--- src/rtl/trap_pkg.sv ---
// Shared types and constants for the machine-mode trap controller:
// sequencer states, CSR addresses, cause codes and mstatus update helpers.
package trap_pkg;

    typedef enum logic [2:0] {
        IDLE,
        EPC,
        STATUS,
        CAUSE,
        TVAL,
        JUMP,
        RSTATUS,
        RJUMP
    } trap_state_e;

    localparam logic [11:0] CSR_MSTATUS = 12'h300;
    localparam logic [11:0] CSR_MEPC    = 12'h341;
    localparam logic [11:0] CSR_MCAUSE  = 12'h342;
    localparam logic [11:0] CSR_MTVAL   = 12'h343;

    localparam logic [31:0] CAUSE_INST_MIS  = 32'd0;
    localparam logic [31:0] CAUSE_ILLEGAL   = 32'd2;
    localparam logic [31:0] CAUSE_EBREAK    = 32'd3;
    localparam logic [31:0] CAUSE_LOAD_MIS  = 32'd4;
    localparam logic [31:0] CAUSE_STORE_MIS = 32'd6;
    localparam logic [31:0] CAUSE_ECALL     = 32'd11;

    localparam logic [31:0] IRQ_CAUSE_EXT       = 32'h8000_000B;
    localparam logic [31:0] IRQ_CAUSE_SOFT      = 32'h8000_0003;
    localparam logic [31:0] IRQ_CAUSE_TIMER     = 32'h8000_0007;
    localparam logic [31:0] IRQ_CAUSE_PLAT_BASE = 32'h8000_0010;

    // idx follows the ack vector order {plat, timer, soft, ext}
    function automatic logic [31:0] irq_cause(input int unsigned idx);
        case (idx)
            0:       return IRQ_CAUSE_EXT;
            1:       return IRQ_CAUSE_SOFT;
            2:       return IRQ_CAUSE_TIMER;
            default: return IRQ_CAUSE_PLAT_BASE + (idx - 3);
        endcase
    endfunction

    function automatic logic [31:0] mstatus_on_trap(input logic [31:0] s);
        logic [31:0] r;
        r        = s;
        r[7]     = s[3];
        r[3]     = 1'b0;
        r[12:11] = 2'b11;
        return r;
    endfunction

    function automatic logic [31:0] mstatus_on_mret(input logic [31:0] s);
        logic [31:0] r;
        r        = s;
        r[3]     = s[7];
        r[7]     = 1'b1;
        r[12:11] = 2'b11;
        return r;
    endfunction

endpackage

--- src/rtl/trap_ctrl_if.sv ---
// CSR-side bundle of the trap controller: current CSR values in, single
// CSR write port out. master = trap controller, slave = CSR regfile.
interface trap_ctrl_if;

    logic [31:0] mstatus_csr;
    logic [31:0] mie_csr;
    logic [31:0] mtvec_csr;
    logic [31:0] mepc_csr;
    logic        csr_wen;
    logic [11:0] csr_waddr;
    logic [31:0] csr_wdata;

    modport master (
        input  mstatus_csr, mie_csr, mtvec_csr, mepc_csr,
        output csr_wen, csr_waddr, csr_wdata
    );

    modport slave (
        output mstatus_csr, mie_csr, mtvec_csr, mepc_csr,
        input  csr_wen, csr_waddr, csr_wdata
    );

endinterface

--- src/rtl/trap_prio_enc.sv ---
// Combinational trap priority encoder: exceptions first in fixed order,
// then masked interrupts with the lowest vector index winning.
module trap_prio_enc
    import trap_pkg::*;
#(
    parameter int unsigned NUM_IRQ = 7
) (
    input  logic               inst_mis,
    input  logic               illegal,
    input  logic               ebreak,
    input  logic               ecall,
    input  logic               load_mis,
    input  logic               store_mis,
    input  logic [NUM_IRQ-1:0] irq_vec,
    output logic               valid,
    output logic               is_irq,
    output logic [31:0]        cause,
    output logic [NUM_IRQ-1:0] ack
);

    always_comb begin
        valid  = 1'b1;
        is_irq = 1'b0;
        cause  = '0;
        ack    = '0;
        if (inst_mis)       cause = CAUSE_INST_MIS;
        else if (illegal)   cause = CAUSE_ILLEGAL;
        else if (ebreak)    cause = CAUSE_EBREAK;
        else if (ecall)     cause = CAUSE_ECALL;
        else if (load_mis)  cause = CAUSE_LOAD_MIS;
        else if (store_mis) cause = CAUSE_STORE_MIS;
        else begin
            valid = 1'b0;
            // descending scan: the last hit, i.e. the lowest index, wins
            for (int unsigned i = NUM_IRQ; i > 0; i--) begin
                if (irq_vec[i-1]) begin
                    valid    = 1'b1;
                    is_irq   = 1'b1;
                    cause    = irq_cause(i - 1);
                    ack      = '0;
                    ack[i-1] = 1'b1;
                end
            end
        end
    end

endmodule

--- src/rtl/trap_ctrl.sv ---
// Machine-mode trap controller: accepts exceptions/interrupts and mret in
// IDLE, sequences mepc/mstatus/mcause/mtval writes, then redirects fetch.
module trap_ctrl
    import trap_pkg::*;
#(
    parameter int unsigned NUM_PLAT_IRQ = 4,
    parameter bit          VECTORED_EN  = 1'b1
) (
    input  logic                    clk,
    input  logic                    rst_b,
    input  logic                    ecall_dec,
    input  logic                    ebreak_dec,
    input  logic                    mret_dec,
    input  logic                    illegal_inst_dec,
    input  logic [31:0]             pc_dec,
    input  logic [31:0]             inst_dec,
    input  logic                    load_addr_mis_exe,
    input  logic                    store_addr_mis_exe,
    input  logic [31:0]             mem_addr_exe,
    input  logic                    irq_ext,
    input  logic                    irq_soft,
    input  logic                    irq_timer,
    input  logic [NUM_PLAT_IRQ-1:0] irq_plat,
    trap_ctrl_if.master             csr,
    output logic [31:0]             mip_out,
    output logic                    pipe_flush,
    output logic                    busy,
    output logic                    jump_valid,
    output logic [31:0]             jump_addr,
    output logic [NUM_PLAT_IRQ+2:0] irq_ack
);

    localparam int unsigned IRQW = NUM_PLAT_IRQ + 3;

    trap_state_e     state_q, state_d;
    logic [31:0]     epc_q, epc_d;
    logic [31:0]     cause_q, cause_d;
    logic [31:0]     tval_q, tval_d;
    logic            irq_q, irq_d;
    logic [IRQW-1:0] ack_q, ack_d;

    logic [31:0]     mip, irq_elig_all;
    logic [IRQW-1:0] irq_vec, trap_ack;
    logic            unused_elig;
    logic            inst_mis, trap_valid, trap_is_irq;
    logic [31:0]     trap_cause, trap_tval, tvec_base, trap_target;
    logic            csr_wen;
    logic [11:0]     csr_waddr;
    logic [31:0]     csr_wdata;

    always_comb begin
        mip                     = '0;
        mip[11]                 = irq_ext;
        mip[3]                  = irq_soft;
        mip[7]                  = irq_timer;
        mip[16 +: NUM_PLAT_IRQ] = irq_plat;
    end

    assign mip_out      = mip;
    assign irq_elig_all = mip & csr.mie_csr & {32{csr.mstatus_csr[3]}};
    assign unused_elig  = ^irq_elig_all;
    assign irq_vec      = {irq_elig_all[16 +: NUM_PLAT_IRQ], irq_elig_all[7],
                           irq_elig_all[3], irq_elig_all[11]};
    assign inst_mis     = |pc_dec[1:0];

    trap_prio_enc #(.NUM_IRQ(IRQW)) u_prio (
        .inst_mis  (inst_mis),
        .illegal   (illegal_inst_dec),
        .ebreak    (ebreak_dec),
        .ecall     (ecall_dec),
        .load_mis  (load_addr_mis_exe),
        .store_mis (store_addr_mis_exe),
        .irq_vec   (irq_vec),
        .valid     (trap_valid),
        .is_irq    (trap_is_irq),
        .cause     (trap_cause),
        .ack       (trap_ack)
    );

    // interrupt causes carry bit 31 and so never match an exception code here
    always_comb begin
        case (trap_cause)
            CAUSE_ILLEGAL:                 trap_tval = inst_dec;
            CAUSE_INST_MIS, CAUSE_EBREAK:  trap_tval = pc_dec;
            CAUSE_LOAD_MIS, CAUSE_STORE_MIS: trap_tval = mem_addr_exe;
            default:                       trap_tval = '0;
        endcase
    end

    always_comb begin
        state_d = state_q;
        epc_d   = epc_q;
        cause_d = cause_q;
        tval_d  = tval_q;
        irq_d   = irq_q;
        ack_d   = ack_q;
        case (state_q)
            IDLE: begin
                if (trap_valid) begin
                    state_d = EPC;
                    epc_d   = pc_dec;
                    cause_d = trap_cause;
                    tval_d  = trap_tval;
                    irq_d   = trap_is_irq;
                    ack_d   = trap_ack;
                end else if (mret_dec) begin
                    state_d = RSTATUS;
                end
            end
            EPC:     state_d = STATUS;
            STATUS:  state_d = CAUSE;
            CAUSE:   state_d = TVAL;
            TVAL:    state_d = JUMP;
            RSTATUS: state_d = RJUMP;
            default: state_d = IDLE;
        endcase
    end

    always_ff @(posedge clk or negedge rst_b) begin
        if (!rst_b) begin
            state_q <= IDLE;
            epc_q   <= '0;
            cause_q <= '0;
            tval_q  <= '0;
            irq_q   <= 1'b0;
            ack_q   <= '0;
        end else begin
            state_q <= state_d;
            epc_q   <= epc_d;
            cause_q <= cause_d;
            tval_q  <= tval_d;
            irq_q   <= irq_d;
            ack_q   <= ack_d;
        end
    end

    assign tvec_base   = {csr.mtvec_csr[31:2], 2'b00};
    assign trap_target = (VECTORED_EN && csr.mtvec_csr[1:0] == 2'b01 && irq_q)
                       ? tvec_base + {25'd0, cause_q[4:0], 2'b00} : tvec_base;

    always_comb begin
        csr_wen    = 1'b0;
        csr_waddr  = '0;
        csr_wdata  = '0;
        jump_valid = 1'b0;
        jump_addr  = '0;
        irq_ack    = '0;
        case (state_q)
            EPC:     begin csr_wen = 1'b1; csr_waddr = CSR_MEPC;    csr_wdata = epc_q; end
            STATUS:  begin csr_wen = 1'b1; csr_waddr = CSR_MSTATUS; csr_wdata = mstatus_on_trap(csr.mstatus_csr); end
            CAUSE:   begin csr_wen = 1'b1; csr_waddr = CSR_MCAUSE;  csr_wdata = cause_q; end
            TVAL:    begin csr_wen = 1'b1; csr_waddr = CSR_MTVAL;   csr_wdata = tval_q; end
            JUMP:    begin jump_valid = 1'b1; jump_addr = trap_target; irq_ack = ack_q; end
            RSTATUS: begin csr_wen = 1'b1; csr_waddr = CSR_MSTATUS; csr_wdata = mstatus_on_mret(csr.mstatus_csr); end
            RJUMP:   begin jump_valid = 1'b1; jump_addr = csr.mepc_csr; end
            default: ;
        endcase
    end

    assign csr.csr_wen   = csr_wen;
    assign csr.csr_waddr = csr_waddr;
    assign csr.csr_wdata = csr_wdata;

    // flush covers the accepting IDLE cycle combinationally; held low in reset
    assign pipe_flush = (state_q != IDLE) || (rst_b && (trap_valid || mret_dec));
    assign busy       = (state_q != IDLE);

endmodule

--- src/flat_wrapper.sv ---
// flat-port wrapper written by rule: the top's interface ports become plain ports
module trap_ctrl_flat import trap_pkg::*;
#(
    parameter int unsigned NUM_PLAT_IRQ = 4,
    parameter bit          VECTORED_EN  = 1'b1
)
  (clk, rst_b, ecall_dec, ebreak_dec, mret_dec, illegal_inst_dec, pc_dec, inst_dec, load_addr_mis_exe, store_addr_mis_exe, mem_addr_exe, irq_ext, irq_soft, irq_timer, irq_plat, mip_out, pipe_flush, busy, jump_valid, jump_addr, irq_ack, csr_mstatus_csr, csr_mie_csr, csr_mtvec_csr, csr_mepc_csr, csr_csr_wen, csr_csr_waddr, csr_csr_wdata);
  trap_ctrl_if csr_i ();
  input  logic clk;
  input  logic rst_b;
  input  logic ecall_dec;
  input  logic ebreak_dec;
  input  logic mret_dec;
  input  logic illegal_inst_dec;
  input  logic [31:0] pc_dec;
  input  logic [31:0] inst_dec;
  input  logic load_addr_mis_exe;
  input  logic store_addr_mis_exe;
  input  logic [31:0] mem_addr_exe;
  input  logic irq_ext;
  input  logic irq_soft;
  input  logic irq_timer;
  input  logic [NUM_PLAT_IRQ-1:0] irq_plat;
  output logic [31:0] mip_out;
  output logic pipe_flush;
  output logic busy;
  output logic jump_valid;
  output logic [31:0] jump_addr;
  output logic [NUM_PLAT_IRQ+2:0] irq_ack;
  input wire logic [$bits(csr_i.mstatus_csr)-1:0] csr_mstatus_csr;
  input wire logic [$bits(csr_i.mie_csr)-1:0] csr_mie_csr;
  input wire logic [$bits(csr_i.mtvec_csr)-1:0] csr_mtvec_csr;
  input wire logic [$bits(csr_i.mepc_csr)-1:0] csr_mepc_csr;
  output wire logic [$bits(csr_i.csr_wen)-1:0] csr_csr_wen;
  output wire logic [$bits(csr_i.csr_waddr)-1:0] csr_csr_waddr;
  output wire logic [$bits(csr_i.csr_wdata)-1:0] csr_csr_wdata;
  assign csr_i.mstatus_csr = csr_mstatus_csr;
  assign csr_i.mie_csr = csr_mie_csr;
  assign csr_i.mtvec_csr = csr_mtvec_csr;
  assign csr_i.mepc_csr = csr_mepc_csr;
  assign csr_csr_wen = csr_i.csr_wen;
  assign csr_csr_waddr = csr_i.csr_waddr;
  assign csr_csr_wdata = csr_i.csr_wdata;
  trap_ctrl #(.NUM_PLAT_IRQ(NUM_PLAT_IRQ), .VECTORED_EN(VECTORED_EN)) u_core (.clk(clk), .rst_b(rst_b), .ecall_dec(ecall_dec), .ebreak_dec(ebreak_dec), .mret_dec(mret_dec), .illegal_inst_dec(illegal_inst_dec), .pc_dec(pc_dec), .inst_dec(inst_dec), .load_addr_mis_exe(load_addr_mis_exe), .store_addr_mis_exe(store_addr_mis_exe), .mem_addr_exe(mem_addr_exe), .irq_ext(irq_ext), .irq_soft(irq_soft), .irq_timer(irq_timer), .irq_plat(irq_plat), .csr(csr_i), .mip_out(mip_out), .pipe_flush(pipe_flush), .busy(busy), .jump_valid(jump_valid), .jump_addr(jump_addr), .irq_ack(irq_ack));
endmodule
--- config.mk ---
export PLATFORM = sky130hd
export DESIGN_NAME = trap_ctrl_flat
export DESIGN_NICKNAME = d
export VERILOG_FILES = /design/src/rtl/trap_pkg.sv /design/src/rtl/trap_ctrl_if.sv /design/src/rtl/trap_prio_enc.sv /design/src/rtl/trap_ctrl.sv /design/src/flat_wrapper.sv
export SDC_FILE = /design/constraint.sdc
export NUM_CORES = 1
export LEC_CHECK = 0
export CORE_AREA = 2 2 138 140
export CTS_BUF_LIST = sky130_fd_sc_hd__clkbuf_8
export CTS_CLUSTER_SIZE = 8
export DETAILED_ROUTE_END_ITERATION = 10
export DIE_AREA = 0 0 140 142
export GPL_ROUTABILITY_DRIVEN = 0
export PLACE_DENSITY = 0.73
export RECOVER_POWER = 100
export SLEW_MARGIN = 20
export SYNTH_ARGS = -nofsm -noshare
export SYNTH_HDL_FRONTEND = slang
export SYNTH_SLANG_ARGS = --single-unit
--- constraint.sdc ---
create_clock -name clk -period 4.78 [get_ports clk]
set_input_delay 0.478 -clock clk [delete_from_list [all_inputs] [get_ports clk]]
set_output_delay 0.478 -clock clk [all_outputs]
set_load 0.005 [all_outputs]
Yosys cells after proc, flatten, opt, wreduce, memory -nomap -nowiden
Cells that the tools add are included.
{ "op_classes": {"n_mux": 56, "add_sub_neg": 1, "n_eq_ne": 13, "reduce_logical": 14, "bitwise_logic": 2} }
{ "ops": {"columns": ["op", "n"], "rows": [
  ["2-to-1 mux 32 bit", 14],
  ["one-hot mux 32 bit (5 select lines)", 1],
  ["2-to-1 mux 7 bit", 14],
  ["one-hot mux 32 bit (3 select lines)", 1],
  ["== test 32 x 2 -> 1 bit, second input constant", 2],
  ["== test 32 x 3 -> 1 bit, second input constant", 2],
  ["one-hot mux 32 bit (2 select lines)", 1],
  ["bitwise AND 20 bit", 2],
  ["one-hot mux 10 bit (4 select lines)", 1],
  ["adder 32 x 7 -> 32 bit", 1],
  ["zero test 32 bit", 1],
  ["2-to-1 mux 1 bit", 21],
  ["one-hot mux 3 bit (6 select lines)", 1],
  ["== test 3 bit, second input constant", 4],
  ["OR reduction 2 bit", 5],
  ["== test 3 x 2 -> 1 bit, second input constant", 2],
  ["2-to-1 mux 3 bit", 2],
  ["OR reduction 5 bit", 1],
  ["== test 3 x 1 -> 1 bit, second input constant", 1],
  ["zero test 3 bit", 1],
  ["inequality test 3 x 2 -> 1 bit, second input constant", 1],
  ["nonzero test 3 bit", 1],
  ["== test 2 x 1 -> 1 bit, second input constant", 1],
  ["logical AND 1 bit", 2],
  ["2 further kinds", 3]
]} }
{ "totals": {"out_inout_bits": 119, "register_bits": 107, "in_bits": 239} }

Longest topological paths before layout
Gate-level depths: netlist of run 1.
{ "depth": {"depth_word": 18, "mapped_depth": 10, "mapped_depth_nobuf": 9} }

By module
Synthesis of run 1 repeated with hierarchy kept, for this count alone.
{ "hier_totals": {"hier_cells": 844, "hier_area_um2": 7835.0} }
{ "by_module_without_submodules": {"columns": ["mod", "instances", "cells_per_inst", "area_per_inst_um2"], "rows": [
  ["trap_ctrl", 1, 780, 7399.6],
  ["trap_prio_enc", 1, 64, 435.4]
]} }

Worst setup path after synthesis of run 1
No wires, ideal clock.
{ "synth_timing": {"kind": "input port to output port", "start": "in csr_mtvec_csr[2]", "end": "out jump_addr[28]", "required_ns": 4.302, "n_path_buf": 1, "arrival_ns": 2.296, "stages": 10, "path_slack_ns": 2.006, "path_cell_list": "ha_1 -> inv_1 -> fa_1 -> nor2b_1 -> o21a_1 -> o21a_1 -> clkbuf_1 -> o2111ai_1 -> xor2_1 -> a211oi_1"} }
{ "synth_between": {"elab_chain_cells": 3} }
{ "synth_lines": {"columns": ["element", "line", "text"], "rows": [
  ["from (decl)", "flat_wrapper.sv:32", "input wire logic [$bits(csr_i.mtvec_csr)-1:0] csr_mtvec_csr;"],
  ["adder 32 x 7 -> 32 bit", "trap_ctrl.sv:139", "? tvec_base + {25'd0, cause_q[4:0], 2'b00} : tvec_base;"],
  ["2-to-1 mux 32 bit", "trap_ctrl.sv:139", null],
  ["one-hot mux 32 bit (2 select lines)", "trap_ctrl.sv:148", "case (state_q)"],
  ["to (decl)", "flat_wrapper.sv:28", "output logic [31:0] jump_addr;"]
]} }
Every way passes these cells.

Worst setup path after layout of run 1
{ "layout_timing": {"start": "reg u_core.state_q[0]", "end": "out csr_csr_wdata[9]"} }
{ "layout_between": {"elab_chain_cells": 2, "elab_cells_between_ends": 6, "cone_classes": "eq/ne: 5; mux: 1"} }
{ "layout_lines": {"columns": ["element", "line", "text"], "rows": [
  ["from (decl)", "trap_ctrl.sv:35", "trap_state_e state_q, state_d;"],
  ["from (signal assigned)", "trap_ctrl.sv:128", "state_q <= state_d;"],
  ["== test 3 bit (tied with other cells)", "trap_ctrl.sv:148", null],
  ["one-hot mux 32 bit (5 select lines) *", "trap_ctrl.sv:148", null],
  ["to (decl)", "flat_wrapper.sv:36", "output wire logic [$bits(csr_i.csr_wdata)-1:0] csr_csr_wdata;"]
]} }
Every way passes the cells marked *; elsewhere a longest branch is shown, timed or not.

==> results.sh, run 1 <==
export IMPL_status="finished with violations"
export IMPL_violations="design-rule violations, max-capacitance violations, max-slew violations"
export IMPL_hold_class="in -> async"
export IMPL_place_hpwl_mm=16.45
export IMPL_synth_most_common_cell="nand2_1"
export IMPL_grt_setup_unrepaired="false"
export IMPL_synth_cell_types=64
export IMPL_finClkSkew_ps=18.23
export IMPL_grt_start_max_net_pins=117
export IMPL_fin_crit_sh=0.8782
export IMPL_startpoint="u_core.state_q[0]"
export IMPL_r2r_start="u_core.state_q[0]"
export IMPL_cts_root_buf="clkbuf_8"
export IMPL_synth_enable_flop_cells=0
export IMPL_reg2reg_depth=6
export IMPL_p_seq_frac=0.322
export IMPL_viasPerCell=5.249
export IMPL_worst_ep_arrival_time_ps=3720
export IMPL_gr_total_overflow=0
export IMPL_regToRegSetupSlack_ps=770
export IMPL_port_buffer_count=298
export IMPL_synth_seq_area_share=0.3212
export IMPL_p_per_area_nw_per_um2=398.9
export IMPL_comb_power_share=0.512
export IMPL_hold_buffers=0
export IMPL_final_min_clock_period_ps=4198
export IMPL_hold_slack_ps=130.1
export IMPL_vias=6357
export IMPL_netlist_area_leader_share=0.3212
export IMPL_post_route_cells_drive_above_1_share=0.08188
export IMPL_grt_pass1_vias=6214
export IMPL_drt_iter0_drc=400
export IMPL_relSlewSlack=-0.3005
export IMPL_grt_pass1_wl_mm=33.25
export IMPL_crit_type="reg -> out"
export IMPL_clock_sinks=81
export IMPL_io_pins=358
export IMPL_critPathMaxFanout=19
export IMPL_cts_resized=0
export IMPL_yosys_register_bits=81
export IMPL_antenna_found_initial=0
export IMPL_syn_inst=715
export IMPL_vdd_drop_max_mv=0.3133
export IMPL_htreeDepth=3
export IMPL_clkSlewWorstSetupHoldPaths_ps=80
export IMPL_syn_avg_cell_area_um2=8.827
export IMPL_r2r_end="u_core.tval_q[31]"
export IMPL_async_flop_share=1.000
export IMPL_cts_tree="yes"
export IMPL_syn_area_um2=6311
export IMPL_endpoint="csr_csr_wdata[9]"
export IMPL_switching_share=0.3865
export IMPL_final_util=0.5042
export IMPL_p_leak_nw=3.923
export IMPL_drc=21
export IMPL_wl_per_cell_um=17.82
export IMPL_switching_power_mw=1.435
export IMPL_num_antenna_cells=0
export IMPL_cp_end_kind="primary output"
export IMPL_rows=50
export IMPL_dieHeight_um=142
export IMPL_insertion_delay_ps=370
export IMPL_post_cts_repair_setup_buffers=0
export IMPL_maxCapViolations=1
export IMPL_synth_warnings=0
export IMPL_setup_tns_ps=0
export IMPL_clockBufferDepth=2
export IMPL_hold_viol=0
export IMPL_p_clk_frac=0.167
export IMPL_drtAntennaViolNets=0
export IMPL_initial_core_util=0.3420
export IMPL_grt_usage=0.2112
export IMPL_synth_area_top_cells="dfrtp_1 32%, nand2_1 7.7%, o221ai_2 7.1%"
export IMPL_worstMarginPinSlew_ps=1951
export IMPL_setup_viol=0
export IMPL_required_ps=4300
export IMPL_totalWireLength_mm=21.57
export IMPL_ys_flop_type="dfrtp_1"
export IMPL_core_um2=18460
export IMPL_power_mw=3.712
export IMPL_slew_viol_final=35
export IMPL_nets=1217
export IMPL_firstDrtPassIters=10
export IMPL_cts_buffers=9
export IMPL_crit_path_start_kind="register"
export IMPL_die_area_um2=19880
export IMPL_die_w_um=140
export IMPL_synthTopCellsByCount="129 x nand2_1, 81 x dfrtp_1, 64 x o21ai_0"
export IMPL_area_delta_synth_final_pct=47.44
export IMPL_fmaxAchievable_mhz=238.2
export IMPL_intPower_mw=2.277
export IMPL_synth_top_cell_by_area="dfrtp_1"
[cells by family (layout without fill, tap and decap cells)]
| kind of cell | count (synthesis) | count (layout) | share of synthesized area |
|---|---|---|---|
| AOI/OAI and AO/OA | 211 | 211 | 0.2611 |
| adders and majority gates | 6 | 6 | 0.01308 |
| xor gates and xnor gates | 24 | 24 | 0.03331 |
| and+or+nand+nor | 222 | 222 | 0.1600 |
| other | 1 | 32 | 0.0005942 |
| muxes | 64 | 64 | 0.1081 |
| DFF | 81 | 81 | 0.3212 |
| buffers and inverters | 106 | 337 | 0.1027 |
[power groups by stage]
| stage | registers (mW) | logic, mW | clock network (mW) |
|---|---|---|---|
| floorplan | 1.11 | 1.38 | 0 |
| global placement | 1.20 | 2.06 | 0 |
| detailed placement | 1.21 | 2.09 | 0 |
| CTS | 1.20 | 2.10 | 0.636 |
| global route | 1.23 | 2.09 | 0.655 |
| finish | 1.19 | 1.90 | 0.619 |
[final cells by class]
type                    instances  area (um^2)
clock inverters                 7        120.1
well taps                     234        292.8
clock buffers                   9        123.9
flip-flops and latches         81         2028
repair buffers                309         3077
inverters                      12        45.04
fillers                      1733         9150
multi-input cells             559         3618
[metrics by stage]
step | worst slack, ps | std cells | area (um^2)
floorplan | 2006 | 746 | 6427
global placement | 867.0 | 1195 | 9223
detailed placement | 870.4 | 1195 | 9223
CTS | 756.7 | 1211 | 9467
global route | 286.6 | 1211 | 9305
finish | 582.3 | 1211 | 9305
[worst max-delay path, cell delays in order (launching register included)]
cell           delay, ps
dfrtp_1              850
clkinv_1             460
nor2_2               710
clkbuf_1             530
nand2_1              110
o21ai_0              110
dlygate4sd3_1        600
[worst min-delay path by stage]
stage,slack [ps],endpoint
floorplan,180,u_core.ack_q[0]
global placement,460,u_core.ack_q[0]
detailed placement,460,u_core.ack_q[0]
CTS,150,u_core.tval_q[28]
global route,180,u_core.tval_q[28]
finish,130,u_core.tval_q[28]
[metal layers]
layer / up-vias / part of all wire / GRT usage / routed length (um)
met5: - / 0 / 0 / 0
met4: 0 / 0.021 / 0.07071 / 461
met1: 3027 / 0.43 / 0.2710 / 9289
met2: 233 / 0.48 / 0.3547 / 10340
li1: 3066 / - / - / -
met3: 31 / 0.069 / 0.04677 / 1480
[state kept, by name (all words and copies together) (netlist names)]
name,cells
u_core.tval_q,32
u_core.state_q,3
u_core.irq_q,1
u_core.ack_q,7
u_core.cause_q,6
u_core.epc_q,32
[cell usage in the layout, fill, tap and decap left out, types with 4 or more instances in the layout]
master	instances
inv_1	10
nor2_1	24
a221oi_1	9
clkdlybuf4s50_1	214
and2_1	4
nor3_1	10
a22oi_1	23
nand2_1	129
conb_1	32
o221ai_2	8
clkbuf_8	9
nand3_1	15
mux2i_1	31
dlygate4sd3_1	83
buf_4	7
nand4_1	6
mux2_2	33
o2111ai_1	7
dfrtp_1	80
o21ai_0	64
ha_1	5
and3_1	15
o221ai_1	22
a211oi_1	7
xor2_1	22
a21oi_1	36
Power figures use the tool's default switching activity.
==> inputs of run 2 (changes only) <==
- CORE_AREA: 2 2 138 140 -> default
- CORE_MARGIN: default -> 2
- CORE_UTILIZATION: default -> 35
- DIE_AREA: 0 0 140 142 -> default
- PLACE_DENSITY: 0.73 -> 0.74
==> run 2 against run 1 <==
  * Largest power group unchanged
  * Core utilization rose by 1.3 points
  * Clock-buffer cell count grew 1
  * Clock skew decreased by 5.1 ps
  * Largest cell class unchanged
  * Sequential power about the same
  * First-iteration DRC count up 1.3%
  * Register-to-register slack worse by 70 ps
  * Worst setup slack improved by 31 ps
  * Die area decreased by 3.8%
  * The run ends with max-capacitance violations, max-slew violations left
  * Total power fell by 1.3%
  * Critical path depth unchanged
  * Critical path type unchanged
  * Global-route usage grew 1.5 points
==> results.sh, run 2 (synthesis gave the netlist of run 1 again) <==
export IMPL_status="finished with violations"
export IMPL_violations="max-capacitance violations, max-slew violations"
export IMPL_required_ps=4300
export IMPL_dieHeight_um=138.3
export IMPL_grt_setup_unrepaired="false"
export IMPL_hold_class="reg -> reg"
export IMPL_initial_core_util=0.3537
export IMPL_r2r_start="u_core.state_q[1]"
export IMPL_crit_type="reg -> out"
export IMPL_grt_usage=0.2266
export IMPL_area_delta_synth_final_pct=46.27
export IMPL_place_hpwl_mm=16.16
export IMPL_die_w_um=138.3
export IMPL_cts_resized=0
export IMPL_mostFrequentLayoutCell="clkdlybuf4s50_1"
export IMPL_maxCapViolations=2
export IMPL_core_um2=17840
export IMPL_path_cells="or2_2 -> nor2_2 -> clkbuf_1 -> nand2_1 -> o21ai_0 -> dlygate4sd3_1"
export IMPL_rows=49
export IMPL_hold_viol=0
export IMPL_insertion_delay_ps=370
export IMPL_post_route_cells_drive_above_1_share=0.07354
export IMPL_antenna_found_initial=0
export IMPL_global_route_usage_met1=0.3165
export IMPL_fin_crit_sh=0.8718
export IMPL_drtAntennaViolNets=0
export IMPL_cts_buffers=9
export IMPL_grt_busiest_layer="met2"
export IMPL_wl_per_cell_um=18.31
export IMPL_finClkSkew_ps=13.11
export IMPL_num_antenna_cells=0
export IMPL_critPathMaxFanout=26
export IMPL_worst_path_max_delay_cell="clkbuf_1"
export IMPL_drc=0
export IMPL_crit_path_max_incr_delay_ps=1070
export IMPL_cts_tree="yes"
export IMPL_totalWireLength_mm=22.12
export IMPL_hp_start="u_core.ack_q[1]"
export IMPL_relSlewSlack=-0.1783
export IMPL_mostFrequentLayoutCells="227 x clkdlybuf4s50_1, 129 x nand2_1, 81 x dfrtp_1"
export IMPL_final_min_clock_period_ps=4167
export IMPL_cts_root_buf="clkbuf_8"
export IMPL_grt_pass1_vias=6398
export IMPL_p_per_area_nw_per_um2=397.1
export IMPL_fmaxAchievable_mhz=240.0
export IMPL_crit_path_start_kind="register"
export IMPL_post_cts_repair_setup_buffers=0
export IMPL_die_area_um2=19120
export IMPL_met2_usage=0.3603
export IMPL_viasPerCell=5.350
export IMPL_setup_viol=0
export IMPL_p_leak_nw=3.860
export IMPL_htreeDepth=3
export IMPL_clock_sinks=81
export IMPL_worstMarginPinSlew_ps=1767
export IMPL_drt_iter0_drc=405
export IMPL_gr_total_overflow=0
export IMPL_clkSlewWorstSetupHoldPaths_ps=80
export IMPL_setup_tns_ps=0
export IMPL_worst_ep_arrival_time_ps=3690
export IMPL_cp_end_kind="primary output"
export IMPL_grt_start_max_net_pins=117
export IMPL_hold_buffers=1
export IMPL_firstDrtPassIters=6
export IMPL_pre_cts_slack_ps=799.5
export IMPL_grt_pass1_wl_mm=35.03
export IMPL_startpoint="u_core.state_q[1]"
export IMPL_slew_viol_final=67
export IMPL_nets=1219
export IMPL_met3_usage=0.03083
export IMPL_largestRegisters="u_core.epc_q x32, u_core.tval_q x32, u_core.ack_q x7"
export IMPL_vias=6463
export IMPL_io_pins=358
export IMPL_nFillCells=1671
export IMPL_vdd_drop_max_mv=0.3902
export IMPL_worst_slack_ps=613.0
export IMPL_clockBufferDepth=2
export IMPL_port_buffer_count=298
-- run 2: changes by cell type in the layout (fill, tap and decap cells not counted), moves of 2 or more --
cell	previous run	this run
clkdlybuf4s50_1	214	227
clkinv_4	3	0
dlygate4sd3_1	83	71
inv_6	0	2
o221ai_1	22	28
o221ai_2	8	2
-- run 2: area by class of cell --
type	instances	area, um^2	area share
Sequential cell	81	2027	0.2196
Clock inverter	6	88.84	0.009623
Timing Repair Buffer	311	3075	0.3332
Tap cell	229	286.5	0.03104
Clock buffer	10	137.6	0.01491
Multi-Input combinational cell	559	3571	0.3868
Inverter	12	45.04	0.004879
-- run 2: critical path: cells and delay by family (launching register included) --
kind | cells | cell delay (ps)
buffers and inverters | 2 | 1690
DFF | 1 | 760
and+or+nand+nor | 3 | 670
AOI/OAI and AO/OA | 1 | 180
-- run 2: path summary, 6_finish.rpt --
kind | to | slack (ps) | cells past startpoint
hold / removal | u_core.ack_q[1] | 480 | 2
min in group asynchronous | u_core.tval_q[8] | 740 | 2
setup reg to reg | u_core.tval_q[5] | 700 | 5
hold reg to reg | u_core.ack_q[1] | 480 | 2
max in group asynchronous | u_core.tval_q[12] | 1820 | 3
setup / recovery | csr_csr_wdata[10] | 610 | 6
-- run 2: per-layer routing --
metal	vias to the layer above	routed length, um
li1	3067	-
met1	3113	9986
met2	245	10530
met3	38	1088
met4	0	521
met5	-	0
-- run 2: through the flow --
step	std cells	hold WS [ps]	utilization	cell area, um^2	power, mW
global route	1208	497.0	0.5174	9231	3.926
floorplan	746	182.4	-	6427	2.495
global placement	1191	347.4	0.5163	9211	3.278
detailed placement	1191	348.0	0.5163	9211	3.320
CTS	1208	482.7	0.5296	9448	3.923
finish	1208	479.1	0.5174	9231	3.665
-- run 2: power breakdown --
group,internal (mW),switching (mW)
combinational,0.925,0.964
sequential,0.987,0.204
clock,0.311,0.275
total,2.22,1.44
